<file path="src/rtl/pend_enc64to6_pkg.sv">
// Shared constants and helpers for the 64-to-6 pending-request encoder.
// The clear-mask helper turns a served index back into its request bit.
package pend_enc64to6_pkg;

    localparam int IDX_W = 6;
    localparam int N_REQ = 64;
    localparam int GRP_W = 8;
    localparam int N_GRP = 8;

    function automatic logic [N_REQ-1:0] onehot64(input logic [IDX_W-1:0] idx);
        logic [N_REQ-1:0] one;
        one = {{(N_REQ-1){1'b0}}, 1'b1};
        return one << idx;
    endfunction

endpackage

</file>
<file path="src/rtl/pend_enc64to6_pri8to3.sv">
// 8-to-3 lowest-index priority encoder, combinational.
// idx_o is 0 when no input bit is set; any_o tells the cases apart.
module pend_enc64to6_pri8to3 (
    input  logic [7:0] in_i,
    output logic [2:0] idx_o,
    output logic       any_o
);

    always_comb begin
        idx_o = 3'd0;
        // Walk downward so the lowest set bit is the last one written.
        for (int i = 7; i >= 0; i--) begin
            if (in_i[i]) idx_o = 3'(i);
        end
    end

    assign any_o = |in_i;

endmodule

</file>
<file path="src/rtl/pend_enc64to6.sv">
// Sequential 64-to-6 priority encoder: captures request pulses into a pending
// register and presents the lowest pending index over a Valid/Ack handshake.
module pend_enc64to6
    import pend_enc64to6_pkg::*;
(
    input  logic             Clock,
    input  logic             Resetn,
    input  logic             En,
    input  logic [N_REQ-1:0] w,
    input  logic             Ack,
    input  logic             ClrOvf,
    output logic [IDX_W-1:0] y,
    output logic             Valid,
    output logic             Ovf,
    output logic             Busy
);

    logic [N_REQ-1:0] p_q, p_d;
    logic [IDX_W-1:0] y_q, y_d;
    logic             valid_q, valid_d;
    logic             ovf_q, ovf_d;

    logic [N_REQ-1:0] set_v;
    logic [N_REQ-1:0] clr_v;

    logic [2:0]       bit_idx [N_GRP];
    logic [N_GRP-1:0] grp_any;
    logic [2:0]       grp_idx;
    logic             sel_any;

    always_comb begin
        set_v = w & {N_REQ{En}};
        clr_v = '0;
        if (valid_q && Ack) clr_v = onehot64(y_q);
        // Set is OR-ed in after the clear, so a re-request in its ack cycle survives.
        p_d = (p_q & ~clr_v) | set_v;
    end

    // Encoder tree on P_next: eight byte-group encoders, then one on their Any flags.
    for (genvar g = 0; g < N_GRP; g++) begin : g_grp
        pend_enc64to6_pri8to3 u_grp (
            .in_i  (p_d[g*GRP_W +: GRP_W]),
            .idx_o (bit_idx[g]),
            .any_o (grp_any[g])
        );
    end

    pend_enc64to6_pri8to3 u_sel (
        .in_i  (grp_any),
        .idx_o (grp_idx),
        .any_o (sel_any)
    );

    always_comb begin
        y_d     = y_q;
        valid_d = valid_q;
        if (!valid_q || Ack) begin
            valid_d = sel_any;
            y_d     = sel_any ? {grp_idx, bit_idx[grp_idx]} : '0;
        end
    end

    always_comb begin
        ovf_d = ovf_q;
        if (ClrOvf) ovf_d = 1'b0;
        if (|(set_v & p_q & ~clr_v)) ovf_d = 1'b1;
    end

    always_ff @(posedge Clock or negedge Resetn) begin
        if (!Resetn) begin
            p_q     <= '0;
            y_q     <= '0;
            valid_q <= 1'b0;
            ovf_q   <= 1'b0;
        end else begin
            p_q     <= p_d;
            y_q     <= y_d;
            valid_q <= valid_d;
            ovf_q   <= ovf_d;
        end
    end

    assign y     = y_q;
    assign Valid = valid_q;
    assign Ovf   = ovf_q;
    assign Busy  = |p_q;

endmodule

</file>
<file path="config.mk">
export PLATFORM = sky130hd
export DESIGN_NAME = pend_enc64to6
export DESIGN_NICKNAME = d
export VERILOG_FILES = /design/src/rtl/pend_enc64to6_pkg.sv /design/src/rtl/pend_enc64to6_pri8to3.sv /design/src/rtl/pend_enc64to6.sv
export SDC_FILE = /design/constraint.sdc
export NUM_CORES = 1
export LEC_CHECK = 0
export ABC_AREA = 0
export CELL_PAD_IN_SITES_DETAIL_PLACEMENT = 1
export CELL_PAD_IN_SITES_GLOBAL_PLACEMENT = 1
export CORE_MARGIN = 2
export CORE_UTILIZATION = 43
export CTS_CLUSTER_SIZE = 28
export DETAILED_ROUTE_END_ITERATION = 16
export GPL_TIMING_DRIVEN = 0
export PLACE_DENSITY_LB_ADDON = 0.1
export SLEW_MARGIN = 0
export SYNTH_ARGS = -nofsm -noshare
export SYNTH_HDL_FRONTEND = slang
export SYNTH_SLANG_ARGS = --single-unit
</file>
<file path="constraint.sdc">
create_clock -name Clock -period 7.5 [get_ports Clock]
set_input_delay 0.75 -clock Clock [delete_from_list [all_inputs] [get_ports Clock]]
set_output_delay 0.75 -clock Clock [all_outputs]
set_load 0.005 [all_outputs]
</file>
==> results.txt, run 1 <==
----------------------------------------------------
[Status]
  Run status ... completed

[CTS]
  Number of buffers created by CTS ... 9
  CTS max path bufs ... 2
  Clock latency on the worst-skew pair ... 0.38 ns
  CTS tree ... yes
  Hold buffers post-CTS ... 0
  Number of setup buffers added after CTS ... 0
  Clk slew on worst S/H paths ... 0.08 ns
  CTS Root Buffer Type ... sky130_fd_sc_hd__clkbuf_8
  CTS resizes ... 0
  CTS sink cnt ... 72
  H-Tree Depth ... 3

[Setup path]
  Signal arrival time at the worst endpoint ... 5.15 ns
  Endpoint class of the critical path ... flop
  CP required ... 7.76 ns
  Critical Path Fanout Max ... 10
  Slowest Stage Delay on Critical Path ... 0.87 ns
  Critical path startpoint category ... flop
  Cell class contributing the biggest share of worst-path delay ... compound AO/OA/AOI/OAI gates
  Cell repeated most along the worst path ... sky130_fd_sc_hd__o21ai_0
  Number of buffer and inverter instances along the worst setup path ... 1
  Series of cell instances along the critical path ... buf_2 -> nand4b_1 -> o21ai_0 -> nand4_1 -> nor4_1 -> o21ai_0 -> o21ai_2 -> a2111oi_0 -> o21ai_0 -> nand3_1
  Type of the worst setup path ... reg2reg
  Cell at the slowest stage of the critical path ... sky130_fd_sc_hd__o21ai_0

[Power]
  Peak supply drop ... 0.0957 mV
  Static power due to leakage ... 0.00208 µW
  Power Dens Cells ... 148 nW/µm²

[Flow run]
  Max-capacitance violation count ... 0

[Placed design]
  Cell Count Post-Placement ... 830
  Placed wire-length estimate after detailed placement ... 17900 µm
  DP Area ... 5780 µm²
  Routability congestion estimate from global placement ... 1.02
  Input/output buffers ... 76

[Floorplanning]
  Site Rows ... 38
  Starting utilization of the core area ... 0.443
  Die area ... 12100 µm²
  Overall die height ... 110 µm
  Area of the core ... 10900 µm²
  Floorplan die width ... 110 µm
  Number of placed I/O pins ... 78

[Logic synthesis]
  Top FF cell, synth ... sky130_fd_sc_hd__dfrtp_1
  Top cell type's share of synthesized area ... 0.374
  Synthesized flop and latch total ... 72
  Fraction of synthesized cell area in xor and xnor cells ... 0
  Multiplexer share of the synthesized area ... 0.00623
  Commonest cells in the synthesized netlist ... 143 x sky130_fd_sc_hd__nand2_1, 72 x sky130_fd_sc_hd__dfrtp_1, 61 x sky130_fd_sc_hd__inv_1
  Simple-gate share of the synthesized area ... 0.330
  Count of synthesis-stage warnings from yosys ... 0
  Cell taking the most area after synthesis ... sky130_fd_sc_hd__dfrtp_1
  Compound-cell area share of the yosys netlist ... 0.224
  Net count after synthesis ... 682
  Count of flip-flops with a built-in enable after synthesis ... 0
  Netlist area before placement ... 4820 µm²
  Cell with the most instances after synthesis ... sky130_fd_sc_hd__nand2_1
  Share of synthesized registers carrying an async set or reset ... 1.00
  Sequential share of the synthesized area ... 0.374
  Avg Cell Area, Syn ... 7.86 µm²
  Synth area leaders ... sky130_fd_sc_hd__dfrtp_1 37%, sky130_fd_sc_hd__nand2_1 11%, sky130_fd_sc_hd__o21ai_0 5.6%, sky130_fd_sc_hd__inv_1 4.7%, sky130_fd_sc_hd__nand4_1 4.3%
  Mapped Cells ... 613
  Count of distinct cell types in the synthesized netlist ... 69
  Combinational family with the most area after synthesis ... simple AND/OR/NAND/NOR gates
  Post-synthesis share of cell area spent on full adders, half adders and majority gates ... 0

[GRT]
  All-layer global routing usage ... 0.391
  Leftover overflow at the end of global routing ... 0
  Pin count of the biggest net entering global routing ... 69
  Via count of the first global-routing pass ... 5661
  First-pass GRT wire length ... 33400 µm
  Initial antenna violation count ... 0

[Timing]
  Pins over their slew limit ... 0
  Transition at the pin with the smallest max-transition slack ... 0.931 ns
  Final setup violation count ... 0
  Worst clock skew on the final layout ... 0.00960 ns
  Worst max-slew margin expressed relative to the limit ... 0.374
  Unrepaired setup endpoints after global routing ... no
  Maximum frequency from static timing analysis ... 204 MHz
  Total count of hold-check failures in the final report ... 0
  Fin crit share ... 0.653
  Setup_tns ... 0 ns
  Final critical-path required period ... 4.90 ns

[Routing]
  Post-route ant nets ... 0
  Number of vias in the routed layout ... 5451
  Count of unresolved DRC violations after routing ... 0
  Detailed router's first-iteration violation count ... 513
  DR pass1 iterations ... 6
  Avg Vias per Cell ... 6.44
  Routed wirelength normalized by instance count ... 26.6 µm
  Total wirelength of the detailed-routed design ... 22500 µm

[Min path]
  Classification of the worst-slack hold path ... in2async

[Cells and area]
  # fillers ... 1353
  Sequential cell area ... 1800 µm²
  Layout Cells excl Fill ... 846
  Diode insertion count for antenna repair ... 0
  Proportion of layout cells with a drive suffix above 1 ... 0.0708
  Nets ... 770
  Final Instance Area ... 5960 µm²
  Area delta synth->final ... 23.7%
  Multi-input combinational cell area ... 2700 µm²

----------------------------------------------------
-- area by class of cell --
cell class | instances | share of cell area
buffer | 20 | 0.0149
clock buffer | 12 | 0.0227
clock inverter | 4 | 0.00756
inverter | 61 | 0.0384
multi-input combinational | 460 | 0.453
sequential | 72 | 0.302
tap | 140 | 0.0294
timing repair buffer | 77 | 0.132
-- cell families after synthesis --
| logic type | after synthesis |
|---|---|
| simple gates | 297 |
| buf+inv | 81 |
| flops | 72 |
| mux | 3 |
| compound gates | 160 |
-- per-layer routing --
| layer | vias to the layer above | global-route usage | part of all wire |
|---|---|---|---|
| met5 | - | 0.0268 | 0.0016 |
| met4 | 2 | 0.227 | 0.055 |
| met3 | 65 | 0.105 | 0.094 |
| met2 | 290 | 0.591 | 0.44 |
| met1 | 2669 | 0.499 | 0.41 |
| li1 | 2425 | - | - |
-- metrics by stage --
stage               hold WS, ns  utilization  total power [µW]  setup slack, ns
global placement          0.506        0.529               568             2.59
detailed placement        0.519        0.531               574             2.57
floorplan                 0.454            -               478             4.38
finish                    0.164        0.548               881             2.60
CTS                       0.160        0.548               878             2.88
global route              0.161        0.548               907             2.45
-- power by group --
group	switching (µW)	total, µW	internal, µW
combinational	98.6	167	68.7
clock	156	309	152
sequential	9.39	405	396
-- flip-flops by register name, summed over array words and instances, names as in the netlist --
name   flops
Valid      1
Ovf        1
p_q       64
y          6
-- layout by cell type (no fill, tap or decap), drive strengths merged, types with 4 or more instances in the layout --
cell,instances
nand4b,8
a31oi,13
nor4,27
or4b,4
o21ai,73
nand3,4
a21oi,6
clkbuf,22
nand4bb,8
and4,5
buf,12
nand2,144
clkdlybuf4s50,75
a2111oi,4
nand4,36
o22ai,12
o21a,5
or4,5
o211ai,8
nand2b,4
o21bai,7
dfrtp,72
nor2,35
inv,61
nor3,8
-- path summary, 6_finish.rpt --
kind | slack [ns] | startpoint | end | depth (start not counted)
worst min register to register | 0.52 | Ovf | Ovf | 2
min in group Clock | 0.52 | Ovf | Ovf | 2
worst min-delay path | 0.16 | Resetn | p_q[7] | 1
max in group asynchronous | 6.76 | Resetn | p_q[30] | 2
worst max register to register | 2.60 | y[2] | y[2] | 10
worst max-delay path | 2.60 | y[2] | y[2] | 10
Power figures use the tool's default switching activity.
==> run 2: changes to the inputs <==
--- a/config.mk
+++ b/config.mk
@@ -9,7 +9,7 @@
 export CELL_PAD_IN_SITES_DETAIL_PLACEMENT = 1
 export CELL_PAD_IN_SITES_GLOBAL_PLACEMENT = 1
 export CORE_MARGIN = 2
-export CORE_UTILIZATION = 43
+export CORE_UTILIZATION = 36
 export CTS_CLUSTER_SIZE = 28
 export DETAILED_ROUTE_END_ITERATION = 16
 export GPL_TIMING_DRIVEN = 0
==> constraint.sdc (replaced) <==
create_clock -name Clock -period 4 [get_ports Clock]
set_input_delay 0.4 -clock Clock [delete_from_list [all_inputs] [get_ports Clock]]
set_output_delay 0.4 -clock Clock [all_outputs]
set_load 0.005 [all_outputs]
==> results.txt, run 2 (synthesis gave the netlist of run 1 again) <==
----------------------------------------------------
[Timing]
  Pins over their slew limit ... 0 (unchanged)
  Worst max-slew margin expressed relative to the limit ... 0.486 (+0.112)
  Worst clock skew on the final layout ... 0.00900 ns (-0.000606 ns)
  Worst setup margin ... 0.142 ns (-2.46 ns)
  Unrepaired setup endpoints after global routing ... no
  Fin crit share ... 0.964 (+0.312)
  Transition at the pin with the smallest max-transition slack ... 0.764 ns (-0.167 ns)
  Worst hold margin ... 0.507 ns (+0.344 ns)
  Total count of hold-check failures in the final report ... 0 (unchanged)
  Final setup violation count ... 0 (unchanged)
  Maximum frequency from static timing analysis ... 259 MHz (+27%)
  Final critical-path required period ... 3.86 ns (-1.04 ns)

[Cells and area]
  Leading cell types in the layout, fill and taps excluded ... 142 x sky130_fd_sc_hd__nand2_1, 75 x sky130_fd_sc_hd__clkdlybuf4s50_1, 72 x sky130_fd_sc_hd__dfrtp_1, 61 x sky130_fd_sc_hd__inv_1, 41 x sky130_fd_sc_hd__o21ai_0
  # fillers ... 1603 (+18%)
  Diode insertion count for antenna repair ... 0 (unchanged)
  Area delta synth->final ... 29.2%
  Proportion of layout cells with a drive suffix above 1 ... 0.0969 (+0.0261)
  Top register by number of flip-flops ... p_q
  Sequential cell area ... 1800 µm² (unchanged)
  Nets ... 776 (+0.78%)
  Utilization after layout ... 0.474 (-0.0735)
  Final Instance Area ... 6230 µm² (+4.5%)
  Commonest non-fill, non-tap cell in the layout ... sky130_fd_sc_hd__nand2_1
  Number of flip-flops under the largest register name ... 64 (unchanged)
  Multi-input combinational cell area ... 2750 µm² (+1.8%)

[Routing]
  Total wirelength of the detailed-routed design ... 23900 µm (+6.2%)
  Post-route ant nets ... 0 (unchanged)
  Count of unresolved DRC violations after routing ... 0 (unchanged)
  Avg Vias per Cell ... 6.13 (-4.9%)
  Routed wirelength normalized by instance count ... 26.9 µm (+1.2%)
  Number of vias in the routed layout ... 5442 (-0.17%)
  DR pass1 iterations ... 5 (-1)
  Detailed router's first-iteration violation count ... 380 (-26%)

[Floorplanning]
  Overall die height ... 120 µm (+9.0%)
  Floorplan die width ... 120 µm (+9.0%)
  Site Rows ... 42 (+11%)
  Area of the core ... 13100 µm² (+21%)
  Die area ... 14300 µm² (+19%)
  Number of placed I/O pins ... 78 (unchanged)
  Starting utilization of the core area ... 0.367 (-0.0758)

[CTS]
  Clk slew on worst S/H paths ... 0.06 ns (-0.02 ns)
  CTS sink cnt ... 72 (unchanged)
  H-Tree Depth ... 3 (unchanged)
  Number of buffers created by CTS ... 9 (unchanged)
  CTS Root Buffer Type ... sky130_fd_sc_hd__clkbuf_16
  Clock latency on the worst-skew pair ... 0.36 ns (-0.02 ns)
  CTS tree ... yes
  CTS max path bufs ... 2 (unchanged)

[GRT]
  Leftover overflow at the end of global routing ... 0 (unchanged)
  All-layer global routing usage ... 0.340 (-0.0514)
  Via count of the first global-routing pass ... 5500 (-2.8%)
  Initial antenna violation count ... 0 (unchanged)
  Pin count of the biggest net entering global routing ... 53 (-23%)
  First-pass GRT wire length ... 34600 µm (+3.8%)

[Placed design]
  DP Area ... 5830 µm² (+0.78%)
  Placed wire-length estimate after detailed placement ... 18900 µm (+5.6%)
  Routability congestion estimate from global placement ... 0.952 (-7.0%)
  Pre-CTS WS ... -0.844 ns (-3.42 ns)
  Input/output buffers ... 76 (unchanged)

[Setup path]
  Slowest Stage Delay on Critical Path ... 0.53 ns (-0.34 ns)
  Cell repeated most along the worst path ... sky130_fd_sc_hd__o21ai_0
  Type of the worst setup path ... reg2reg
  Launching point of the worst reg2reg path ... y[2]
  Series of cell instances along the critical path ... buf_2 -> nand4bb_1 -> o21ai_1 -> nand4_1 -> nor4_2 -> o21ai_0 -> o21ai_2 -> a2111oi_1 -> o21ai_0 -> nand3_1
  Cell at the slowest stage of the critical path ... sky130_fd_sc_hd__nand4bb_1
  Signal arrival time at the worst endpoint ... 4.06 ns (-1.09 ns)
  Critical Path Fanout Max ... 10 (unchanged)
  Endpoint class of the critical path ... flop
  Cell class contributing the biggest share of worst-path delay ... compound AO/OA/AOI/OAI gates
  Number of buffer and inverter instances along the worst setup path ... 1 (unchanged)
  Critical path startpoint category ... flop
  CP required ... 4.20 ns (-3.56 ns)
  Beginning of the critical path ... y[2]

[Status]
  Run status ... completed

[Power]
  Peak supply drop ... 0.188 mV (+96%)
  Power Dens Cells ... 308 nW/µm² (+110%)
  Design Power ... 1920 µW (+120%)
  Static power due to leakage ... 0.00219 µW (+5.4%)

[Min path]
  Classification of the worst-slack hold path ... in2async

[Flow run]
  Max-capacitance violation count ... 0 (unchanged)

----------------------------------------------------
## run 2: cell types whose count changed in the layout (fill, tap and decap cells not counted), moves of 3 or more
cell                        before  now
sky130_fd_sc_hd__o21ai_0        54   41
sky130_fd_sc_hd__clkbuf_8        9    1
sky130_fd_sc_hd__o21ai_2         4    7
sky130_fd_sc_hd__clkbuf_1       12    7
sky130_fd_sc_hd__clkbuf_16       0    9
sky130_fd_sc_hd__buf_4           2    7
sky130_fd_sc_hd__buf_2           7   10
sky130_fd_sc_hd__o21ai_1        14   24
## run 2: repair_timing
| item | in CTS | in global routing |
|---|---|---|
| gates resized for setup | 11 | 20 |
| hold buffers | 1 | 0 |
| setup endpoints to repair | 6 | 3 |
| hold endpoints to repair | 20 | 0 |
| gates cloned | 0 | 0 |
| setup buffers | 2 | 3 |
| pin swaps | 1 | 1 |
## run 2: path summary, 6_finish.rpt
check	endpoint	slack, ns	depth (start not counted)
worst max-delay path	y[2]	0.14	10
worst min-delay path	p_q[4]	0.51	2
worst max register to register	y[2]	0.14	10
worst min register to register	Ovf	0.53	2
max in group asynchronous	p_q[31]	2.90	3
min in group Clock	Ovf	0.53	2
## run 2: per-layer routing
layer | GRT usage | up-vias | wire, µm
met1 | 0.443 | 2716 | 10300
met3 | 0.0936 | 50 | 1830
li1 | - | 2439 | -
met4 | 0.160 | 0 | 1050
met2 | 0.523 | 237 | 10700
met5 | 0 | - | 0
## run 2: per-stage QoR
stage                     setup TNS (ns)  std cells
after floorplan                        0        613
after global placement            -18.91        865
after detailed placement           -3.98        866
after CTS                              0        885
after global routing                   0        888
final                                  0        888
## run 2: where the power goes
part / switching [µW] / leakage (µW) / internal (µW)
registers: 18.1 / 0.000666 / 743
clock network: 339 / 0.000145 / 499
logic: 186 / 0.00138 / 130
total: 544 / 0.00219 / 1370
## run 2: layout make-up
cell class	instances	share of cell area
timing repair buffer	83	0.134
buffer	20	0.0153
multi-input combinational	460	0.442
tap	176	0.0354
sequential	72	0.289
clock inverter	5	0.00904
clock buffer	11	0.0390
inverter	61	0.0368
